[src/rtl/uart_apb_sequencer_if.sv]
// Bus bundle between the UART APB sequencer and its surroundings: the APB
// master port toward CoreUARTapb plus the fabric-side byte streams and status.
interface uart_apb_sequencer_if;
  logic       PSEL;
  logic       PENABLE;
  logic       PWRITE;
  logic [4:0] PADDR;
  logic [7:0] PWDATA;
  logic [7:0] PRDATA;
  logic       PREADY;
  logic       tx_valid;
  logic [7:0] tx_data;
  logic       tx_ready;
  logic       rx_valid;
  logic [7:0] rx_data;
  logic       rx_ready;
  logic       err_clr;
  logic [2:0] err_flags;
  logic       init_done;

  modport master (
    output PSEL, PENABLE, PWRITE, PADDR, PWDATA,
    input  PRDATA, PREADY,
    input  tx_valid, tx_data,
    output tx_ready,
    output rx_valid, rx_data,
    input  rx_ready,
    input  err_clr,
    output err_flags, init_done
  );

  modport slave (
    input  PSEL, PENABLE, PWRITE, PADDR, PWDATA,
    output PRDATA, PREADY,
    output tx_valid, tx_data,
    input  tx_ready,
    input  rx_valid, rx_data,
    output rx_ready,
    output err_clr,
    input  err_flags, init_done
  );
endinterface

[src/rtl/uart_apb_sequencer.sv]
// APB master that configures a CoreUARTapb (baud + control), then loops
// polling STATUS, draining RXDATA into an rx holding register and feeding
// TXDATA from a tx holding register. Fabric sees only valid/ready streams.
module uart_apb_sequencer #(
  parameter logic [12:0] BAUD_VALUE = 13'd1,
  parameter bit          BIT8       = 1'b1,
  parameter bit          PARITY_EN  = 1'b0,
  parameter bit          PARITY_ODD = 1'b0,
  parameter int          POLL_GAP   = 4
) (
  input logic                  PCLK,
  input logic                  PRESETN,
  uart_apb_sequencer_if.master bus
);

  typedef enum logic [2:0] {S_CFG1, S_CFG2, S_POLL, S_RD, S_WR, S_GAP} state_e;

  localparam logic [4:0] ADDR_TX   = 5'h00;
  localparam logic [4:0] ADDR_RX   = 5'h04;
  localparam logic [4:0] ADDR_CTL1 = 5'h08;
  localparam logic [4:0] ADDR_CTL2 = 5'h0C;
  localparam logic [4:0] ADDR_STAT = 5'h10;
  localparam logic [7:0] CTRL1_VAL = BAUD_VALUE[7:0];
  localparam logic [7:0] CTRL2_VAL = {BAUD_VALUE[12:8], PARITY_ODD, PARITY_EN, BIT8};
  localparam logic [7:0] GAP_LAST  = 8'(POLL_GAP - 1);

  state_e     state_q, state_d;
  logic       run_q, run_d;         // holds the bus idle in the first cycle out of reset
  logic       acc_q, acc_d;         // 0 = SETUP phase, 1 = ACCESS phase
  logic [7:0] gap_q, gap_d;
  logic       init_q, init_d;
  logic       tx_full_q, tx_full_d;
  logic [7:0] tx_buf_q, tx_buf_d;
  logic       rx_full_q, rx_full_d;
  logic [7:0] rx_buf_q, rx_buf_d;
  logic [2:0] err_q, err_d;

  logic       psel, penable, pwrite, done, tx_ready;
  logic [4:0] paddr;
  logic [7:0] pwdata;

  // Sequencer next-state, APB phase control, holding registers and sticky errors
  always_comb begin
    state_d   = state_q;
    run_d     = 1'b1;
    acc_d     = acc_q;
    gap_d     = gap_q;
    init_d    = init_q;
    tx_full_d = tx_full_q;
    tx_buf_d  = tx_buf_q;
    rx_full_d = rx_full_q;
    rx_buf_d  = rx_buf_q;
    err_d     = err_q;
    paddr     = 5'h00;
    pwrite    = 1'b0;
    pwdata    = 8'h00;

    psel     = run_q && (state_q != S_GAP);
    penable  = psel && acc_q;
    done     = penable && bus.PREADY;
    tx_ready = init_q && !tx_full_q;

    if (psel && !acc_q) acc_d = 1'b1;
    else if (done)      acc_d = 1'b0;

    if (psel) begin
      case (state_q)
        S_CFG1:  begin paddr = ADDR_CTL1; pwrite = 1'b1; pwdata = CTRL1_VAL; end
        S_CFG2:  begin paddr = ADDR_CTL2; pwrite = 1'b1; pwdata = CTRL2_VAL; end
        S_POLL:  paddr = ADDR_STAT;
        S_RD:    paddr = ADDR_RX;
        S_WR:    begin paddr = ADDR_TX; pwrite = 1'b1; pwdata = tx_buf_q; end
        default: paddr = 5'h00;
      endcase
    end

    if (bus.tx_valid && tx_ready) begin
      tx_full_d = 1'b1;
      tx_buf_d  = bus.tx_data;
    end
    if (rx_full_q && bus.rx_ready) rx_full_d = 1'b0;
    if (bus.err_clr) err_d = 3'b000;

    case (state_q)
      S_CFG1: if (done) state_d = S_CFG2;
      S_CFG2: if (done) begin
        state_d = S_POLL;
        init_d  = 1'b1;
      end
      S_POLL: if (done) begin
        // Error bits are ORed after the clear so a same-cycle set survives.
        err_d = err_d | {bus.PRDATA[4], bus.PRDATA[3], bus.PRDATA[2]};
        if (bus.PRDATA[1] && !rx_full_q)     state_d = S_RD;
        else if (bus.PRDATA[0] && tx_full_q) state_d = S_WR;
        else if (POLL_GAP == 0)              state_d = S_POLL;
        else begin
          state_d = S_GAP;
          gap_d   = 8'd0;
        end
      end
      S_RD: if (done) begin
        rx_buf_d  = bus.PRDATA;
        rx_full_d = 1'b1;
        state_d   = S_POLL;
      end
      S_WR: if (done) begin
        tx_full_d = 1'b0;
        state_d   = S_POLL;
      end
      S_GAP: begin
        if (gap_q == GAP_LAST) state_d = S_POLL;
        else                   gap_d   = gap_q + 8'd1;
      end
      default: state_d = S_CFG1;
    endcase
  end

  // State registers; reset aborts any transfer and empties both buffers
  always_ff @(posedge PCLK or negedge PRESETN) begin
    if (!PRESETN) begin
      state_q   <= S_CFG1;
      run_q     <= 1'b0;
      acc_q     <= 1'b0;
      gap_q     <= 8'd0;
      init_q    <= 1'b0;
      tx_full_q <= 1'b0;
      tx_buf_q  <= 8'h00;
      rx_full_q <= 1'b0;
      rx_buf_q  <= 8'h00;
      err_q     <= 3'b000;
    end else begin
      state_q   <= state_d;
      run_q     <= run_d;
      acc_q     <= acc_d;
      gap_q     <= gap_d;
      init_q    <= init_d;
      tx_full_q <= tx_full_d;
      tx_buf_q  <= tx_buf_d;
      rx_full_q <= rx_full_d;
      rx_buf_q  <= rx_buf_d;
      err_q     <= err_d;
    end
  end

  assign bus.PSEL      = psel;
  assign bus.PENABLE   = penable;
  assign bus.PWRITE    = pwrite;
  assign bus.PADDR     = paddr;
  assign bus.PWDATA    = pwdata;
  assign bus.tx_ready  = tx_ready;
  assign bus.rx_valid  = rx_full_q;
  assign bus.rx_data   = rx_buf_q;
  assign bus.err_flags = err_q;
  assign bus.init_done = init_q;

endmodule

[src/flat_wrapper.sv]
// flat-port wrapper written by rule: the top's interface ports become plain ports
module uart_apb_sequencer_flat 
#(
  parameter logic [12:0] BAUD_VALUE = 13'd1,
  parameter bit          BIT8       = 1'b1,
  parameter bit          PARITY_EN  = 1'b0,
  parameter bit          PARITY_ODD = 1'b0,
  parameter int          POLL_GAP   = 4
)
  (PCLK, PRESETN, bus_PSEL, bus_PENABLE, bus_PWRITE, bus_PADDR, bus_PWDATA, bus_PRDATA, bus_PREADY, bus_tx_valid, bus_tx_data, bus_tx_ready, bus_rx_valid, bus_rx_data, bus_rx_ready, bus_err_clr, bus_err_flags, bus_init_done);
  uart_apb_sequencer_if bus_i ();
  input logic PCLK;
  input logic PRESETN;
  output wire logic [$bits(bus_i.PSEL)-1:0] bus_PSEL;
  output wire logic [$bits(bus_i.PENABLE)-1:0] bus_PENABLE;
  output wire logic [$bits(bus_i.PWRITE)-1:0] bus_PWRITE;
  output wire logic [$bits(bus_i.PADDR)-1:0] bus_PADDR;
  output wire logic [$bits(bus_i.PWDATA)-1:0] bus_PWDATA;
  input wire logic [$bits(bus_i.PRDATA)-1:0] bus_PRDATA;
  input wire logic [$bits(bus_i.PREADY)-1:0] bus_PREADY;
  input wire logic [$bits(bus_i.tx_valid)-1:0] bus_tx_valid;
  input wire logic [$bits(bus_i.tx_data)-1:0] bus_tx_data;
  output wire logic [$bits(bus_i.tx_ready)-1:0] bus_tx_ready;
  output wire logic [$bits(bus_i.rx_valid)-1:0] bus_rx_valid;
  output wire logic [$bits(bus_i.rx_data)-1:0] bus_rx_data;
  input wire logic [$bits(bus_i.rx_ready)-1:0] bus_rx_ready;
  input wire logic [$bits(bus_i.err_clr)-1:0] bus_err_clr;
  output wire logic [$bits(bus_i.err_flags)-1:0] bus_err_flags;
  output wire logic [$bits(bus_i.init_done)-1:0] bus_init_done;
  assign bus_PSEL = bus_i.PSEL;
  assign bus_PENABLE = bus_i.PENABLE;
  assign bus_PWRITE = bus_i.PWRITE;
  assign bus_PADDR = bus_i.PADDR;
  assign bus_PWDATA = bus_i.PWDATA;
  assign bus_i.PRDATA = bus_PRDATA;
  assign bus_i.PREADY = bus_PREADY;
  assign bus_i.tx_valid = bus_tx_valid;
  assign bus_i.tx_data = bus_tx_data;
  assign bus_tx_ready = bus_i.tx_ready;
  assign bus_rx_valid = bus_i.rx_valid;
  assign bus_rx_data = bus_i.rx_data;
  assign bus_i.rx_ready = bus_rx_ready;
  assign bus_i.err_clr = bus_err_clr;
  assign bus_err_flags = bus_i.err_flags;
  assign bus_init_done = bus_i.init_done;
  uart_apb_sequencer #(.BAUD_VALUE(BAUD_VALUE), .BIT8(BIT8), .PARITY_EN(PARITY_EN), .PARITY_ODD(PARITY_ODD), .POLL_GAP(POLL_GAP)) u_core (.PCLK(PCLK), .PRESETN(PRESETN), .bus(bus_i));
endmodule
[config.mk]
export PLATFORM = sky130hd
export DESIGN_NAME = uart_apb_sequencer_flat
export DESIGN_NICKNAME = d
export VERILOG_FILES = /design/src/rtl/uart_apb_sequencer_if.sv /design/src/rtl/uart_apb_sequencer.sv /design/src/flat_wrapper.sv
export SDC_FILE = /design/constraint.sdc
export NUM_CORES = 1
export LEC_CHECK = 0
export CORE_UTILIZATION = 48
export CTS_BUF_LIST = sky130_fd_sc_hd__clkbuf_8
export DETAILED_ROUTE_END_ITERATION = 8
export PLACE_DENSITY = 0.82
export SYNTH_ARGS = -nofsm -noshare
export SYNTH_HDL_FRONTEND = slang
export SYNTH_SLANG_ARGS = --single-unit
export TNS_END_PERCENT = 1
[constraint.sdc]
create_clock -name PCLK -period 1.91 [get_ports PCLK]
set_input_delay 0.2865 -clock PCLK [delete_from_list [all_inputs] [get_ports PCLK]]
set_output_delay 0.2865 -clock PCLK [all_outputs]
set_load 0.03 [all_outputs]
==> results.yml, run 1 <==
yosys:
  synth_enable_flop_cells: 0
  ys_async_sr_fraction_pct: 100
  synth.cell_area_um2: 1710
  ys_ff_latch: 35
  synth_ff_type: "dfrtp_1"
  synth.mux.area_fraction_pct: 11.8
  synthDistinctLibCells: 42
  ys_seq_area_share_pct: 51.2
  synth_compound_area_share_pct: 13.4
  synthXorXnorAreaFrac_pct: 0
  synth_top_family_by_area: "simple AND/OR/NAND/NOR gates"
  yosysWarnings: 0
  synthCells: 148
  yosys.area_share.simple_pct: 19.4
  synth_fa_ha_area_share_pct: 0.731
  avgSynthCellArea_um2: 11.6
detailed_routing:
  vias: 1355
  firstDrtPassIters: 4
  drtAntennaViolNets: 0
  routed_wl_um: 3860
  avgViaCountPerCell: 5.36
  drtIter0Drc: 44
  drc_errors: 0
  wl_per_cell_um: 15.3
final_layout:
  final_core_util_pct: 70.8
  fin_nets: 229
  mostFrequentLayoutCells: "35 x dfrtp_1, 34 x clkdlybuf4s50_1, 17 x mux2_2, 13 x buf_4"
  area_growth_syn_to_layout_pct: 39.0
  layout_commonest_cell: "dfrtp_1"
  num_antenna_cells: 0
  post_route_cells_drive_above_1_share_pct: 25.1
floorplan:
  die_y_um: 61.7
  dieArea_um2: 3810
  row_count: 21
  dieWidth_um: 61.7
  start_util_pct: 50.9
  io-pin-count: 52
  core_um2: 3360
critical_path:
  cp_max_fo: 8
  cp_top_family: "simple AND/OR/NAND/NOR gates"
  reg2reg_to: "u_core.gap_q[7]"
  worstPathCellList: "nand2b_4 > nor3b_4 > and2_4 > buf_4"
  worstPathRequired_ns: 1.62
  worst-path-buf-inv: 1
  timing.critical_path.to: "bus_PWDATA[6]"
  slowest_stage: "dfrtp_1"
  cp.depth: 4
  rr_startpoint: "u_core.state_q[0]"
  cp-startpoint: "u_core.state_q[1]"
  worstSetupPathType: "flip-flop to primary output"
  r2r_cells: 5
  r2r_setup_slack_ns: 0.20
  cp.arrival_ns: 1.54
  cp-start-kind: "flip-flop"
  max_stage_delay_ns: 0.41
  end_kind: "primary output"
grt:
  grt_pass1_vias: 1304
  antenna_found_initial: 0
  grt_pass1_wl_um: 6110
  grt_usage_pct: 23.1
  grt_max_degree: 36
  grt_overflow: 0
cts:
  cts-hold-fix-buffers: 0
  cts_tree: "done"
  cts_setup_buffers: 0
  path_clk_slew_ns: 0.07
  cts_htree_levels: 2
  clock-sinks: 35
  root_buffer: "clkbuf_8"
  cts.path.max_buffers: 2
  cts_buffers: 5
  clk_latency_ns: 0.28
power_and_ir_drop:
  pwr_density_cell_nw_per_um2: 1280
  p_leak_nw: 1.11
  ir_drop_mv: 0.837
  totalPowerFinal_mw: 3.04
place:
  place_hpwl_um: 2900
  place.gp.congestion: 0.823
  port_buffers: 49
sta:
  layout_min_cycle_time_ns: 1.82
  fin_skew_ns: 0.00639
  slew_viol_final: 0
  hold_violations: 0
  rsz0062_at_grt: "no"
  min_period_over_period_pct: 95.4
  tns_ns: 0
  clock.fmax_mhz: 549
  finalSetupViolations: 0
  whs_ns: 0.414
run:
  drv_cap: 0
outcome:
  outcome: "completed"
worst_hold_path:
  hp-class: "primary input to asynchronous set/reset pin"
==> repair_timing <==
item / in CTS / in global routing
gates resized for setup: 6 / 4
setup endpoints to repair: 6 / 8
pin swaps: 0 / 1
==> power by group <==
| part | switching (mW) | internal (mW) |
|---|---|---|
| clock | 0.257 | 0.422 |
| sequential | 0.215 | 0.990 |
| combinational | 0.598 | 0.555 |
| total | 1.07 | 1.97 |
==> cell usage after synthesis, types with 2 or more instances <==
master	n	share of area [%]
nor2b_1	3	1.1
nand3_1	3	0.88
a21o_1	3	1.3
conb_1	2	0.44
nand2_1	8	1.8
and2_1	8	2.9
nor2_1	3	0.66
and3_1	5	1.8
inv_1	6	1.3
nand4_1	2	0.73
mux2_2	17	11
dfrtp_1	35	51
a211o_1	3	1.5
nor3_1	4	1.2
nand2b_1	2	0.73
nor3b_2	2	1.5
o21ai_0	8	2.3
a21oi_1	8	2.3
o21a_1	2	0.88
buf_4	2	0.88
==> metrics by stage <==
stage	setup WS (ns)	cell area [um^2]	cells
after floorplan	0.0754	1720	149
after CTS	0.00282	2360	253
after global placement	0.176	2250	245
after global routing	0.0240	2380	253
after detailed placement	0.140	2250	245
final	0.0880	2380	253
==> worst min-delay path by stage <==
| stage | end | slack [ns] | depth (start not counted) |
|---|---|---|---|
| after floorplan | u_core.acc_q | -0.009 | 0 |
| after global placement | u_core.tx_buf_q[1] | 0.48 | 1 |
| after detailed placement | u_core.bus.init_done | 0.49 | 1 |
| after CTS | u_core.bus.err_flags[2] | 0.43 | 2 |
| after global routing | u_core.bus.err_flags[2] | 0.45 | 2 |
| final | u_core.bus.err_flags[2] | 0.41 | 2 |
==> state kept, by name, summed over array words and instances, names as in the netlist <==
signal / count
u_core.bus.rx_data: 8
u_core.gap_q: 8
u_core.tx_buf_q: 8
u_core.bus.err_flags: 3
u_core.state_q: 3
u_core.acc_q: 1
u_core.bus.init_done: 1
u_core.bus.rx_valid: 1
u_core.run_q: 1
u_core.tx_full_q: 1
==> worst reg2reg max path, cell delays in order (launching register included) <==
cell      delay [ns]
dfrtp_1         0.55
nand3b_2        0.15
buf_4           0.18
a21oi_2         0.32
a31oi_4         0.09
a211o_1         0.31
==> layout make-up <==
class / count / area [um^2]
multi-input combinational: 104 / 803
clock inverter: 2 / 35.0
inverter: 6 / 22.5
tap: 46 / 57.6
clock buffer: 6 / 82.6
timing repair buffer: 54 / 503
fill: 262 / 983
sequential: 35 / 876
==> layer usage <==
layer | GRT usage, % | routed length [um]
met5 | 0 | 0
met4 | 9.21 | 72
met3 | 6.83 | 203
met2 | 39.9 | 2020
met1 | 26.9 | 1560
==> logic make-up after synthesis <==
kind of cell / count (synthesis)
AOI/OAI and AO/OA: 32
adders and majority gates: 1
buffers and inverters: 10
DFF: 35
muxes: 18
other: 2
and+or+nand+nor: 50
Power figures use the tool's default switching activity.
==> run 2: changes to the inputs <==
Settings changed: CORE_MARGIN set to 2.
==> results.yml, run 2 (synthesis results as in run 1) <==
outcome:
  outcome: "completed"
critical_path:
  max_stage_delay_ns: 0.44
  rr_startpoint: "u_core.gap_q[0]"
  worstPathCellList: "nand2b_4 > nor3b_4 > and2_1 > buf_4"
  cp.depth: 4
  cp-startpoint: "u_core.state_q[1]"
  reg2reg_to: "u_core.gap_q[7]"
  r2r_setup_slack_ns: 0.21
  cp.arrival_ns: 1.59
  cp_top_family: "simple AND/OR/NAND/NOR gates"
  r2r_cells: 5
  slowest_stage: "dfrtp_2"
  worst-path-buf-inv: 1
  worstPathRequired_ns: 1.62
  cp-start-kind: "flip-flop"
  end_kind: "primary output"
  worstSetupPathType: "flip-flop to primary output"
  cp_max_fo: 8
run:
  drv_cap: 0
detailed_routing:
  drtIter0Drc: 39
  routed_wl_um: 4000
  drtAntennaViolNets: 0
  firstDrtPassIters: 4
  wl_per_cell_um: 15.8
  vias: 1391
  drc_errors: 0
  avgViaCountPerCell: 5.50
sta:
  min_period_over_period_pct: 98.5
  fin_skew_ns: 0.00850
  layout_min_cycle_time_ns: 1.88
  finalSetupViolations: 0
  clock.fmax_mhz: 532
  rsz0062_at_grt: "yes"
  slew_viol_final: 0
  fin_ws_ns: 0.0294
  hold_violations: 0
final_layout:
  num_antenna_cells: 0
  fin_nets: 229
  mostFrequentLayoutCells: "34 x clkdlybuf4s50_1, 33 x dfrtp_1, 17 x mux2_2, 12 x buf_4"
  post_route_cells_drive_above_1_share_pct: 26.6
  area_growth_syn_to_layout_pct: 37.6
  layout_commonest_cell: "clkdlybuf4s50_1"
power_and_ir_drop:
  clkPwrFrac_pct: 17.5
  ir_drop_mv: 1.16
  swShare_pct: 37.7
  totalPowerFinal_mw: 2.89
  switching_power_mw: 1.09
  p_leak_nw: 1.09
  p_int_mw: 1.80
  seqPwrFrac_pct: 42.2
  power_frac_comb_pct: 40.2
  pwr_density_cell_nw_per_um2: 1230
cts:
  clk_latency_ns: 0.28
  cts-hold-fix-buffers: 0
  cts_htree_levels: 2
  cts_buffers: 5
  cts.path.max_buffers: 2
  path_clk_slew_ns: 0.07
  clock-sinks: 35
  root_buffer: "clkbuf_8"
  cts_tree: "done"
floorplan:
  row_count: 21
  core_um2: 3390
  start_util_pct: 50.5
  dieWidth_um: 63.7
  dieArea_um2: 4060
  die_y_um: 63.7
  io-pin-count: 52
worst_hold_path:
  hp-class: "primary input to asynchronous set/reset pin"
grt:
  grt_max_degree: 36
  antenna_found_initial: 0
  grt_overflow: 0
  grt_pass1_vias: 1401
  grt_usage_pct: 20.5
  grt_pass1_wl_um: 6440
place:
  port_buffers: 49
  place.gp.congestion: 0.827
  pre_cts_slack_ns: 0.0907
  place_hpwl_um: 2930
run 2: cell types whose count changed in the layout (fill, tap and decap cells not counted):
cell	previous run	this run
buf_4	13	12
and2_4	1	2
clkbuf_8	6	5
and2_1	7	6
clkinv_2	1	3
dfrtp_2	0	2
buf_6	0	1
dfrtp_1	35	33
bufinv_16	1	0
run 2: cell type report:
cell class	count	area [um^2]
clock buffer	5	68.8
clock inverter	3	15.0
fill	238	1030
inverter	6	22.5
multi-input combinational	104	806
sequential	35	878
tap	46	57.6
timing repair buffer	54	507
run 2: timing repair:
action                                  CTS  global route
gates resized for setup                   9             6
pin swaps                                 0             2
endpoints found under the setup margin   13             9
buffers inserted                          0             1
run 2: worst max path at each step:
stage | end | slack [ns]
6_report | bus_PWDATA[7] | 0.03
5_1_grt | bus_PWDATA[7] | -0.04
4_1_cts | bus_PWDATA[1] | -0.02
3_5_place_dp | bus_PWRITE | 0.09
3_3_place_gp | bus_PWRITE | 0.13
2_1_floorplan | u_core.tx_buf_q[0] | 0.08
run 2: metal layers:
layer,share of wire (%),track usage [%]
met1,40,24.2
met5,0,0
met3,6.0,4.82
met4,2.7,10.6
met2,51,34.6
run 2: power by group through the flow:
stage | Clock, mW | Combinational (mW) | Sequential (mW)
after CTS | 0.512 | 1.14 | 1.22
after detailed placement | 0 | 1.15 | 1.22
after global routing | 0.554 | 1.23 | 1.25
final | 0.507 | 1.16 | 1.22
after global placement | 0 | 1.11 | 1.19
after floorplan | 0 | 0.584 | 1.33
run 2: through the flow:
stage                     cell area (um^2)  std cells  hold WS [ns]  util, %  TNS [ns]
after floorplan                       1720        149      -0.00909        -         0
after global placement                2240        244         0.480     66.2         0
after detailed placement              2240        244         0.488     66.2         0
after CTS                             2330        252         0.420     68.7   -0.0171
after global routing                  2350        253         0.438     69.5   -0.0699
final                                 2350        253         0.396     69.5         0
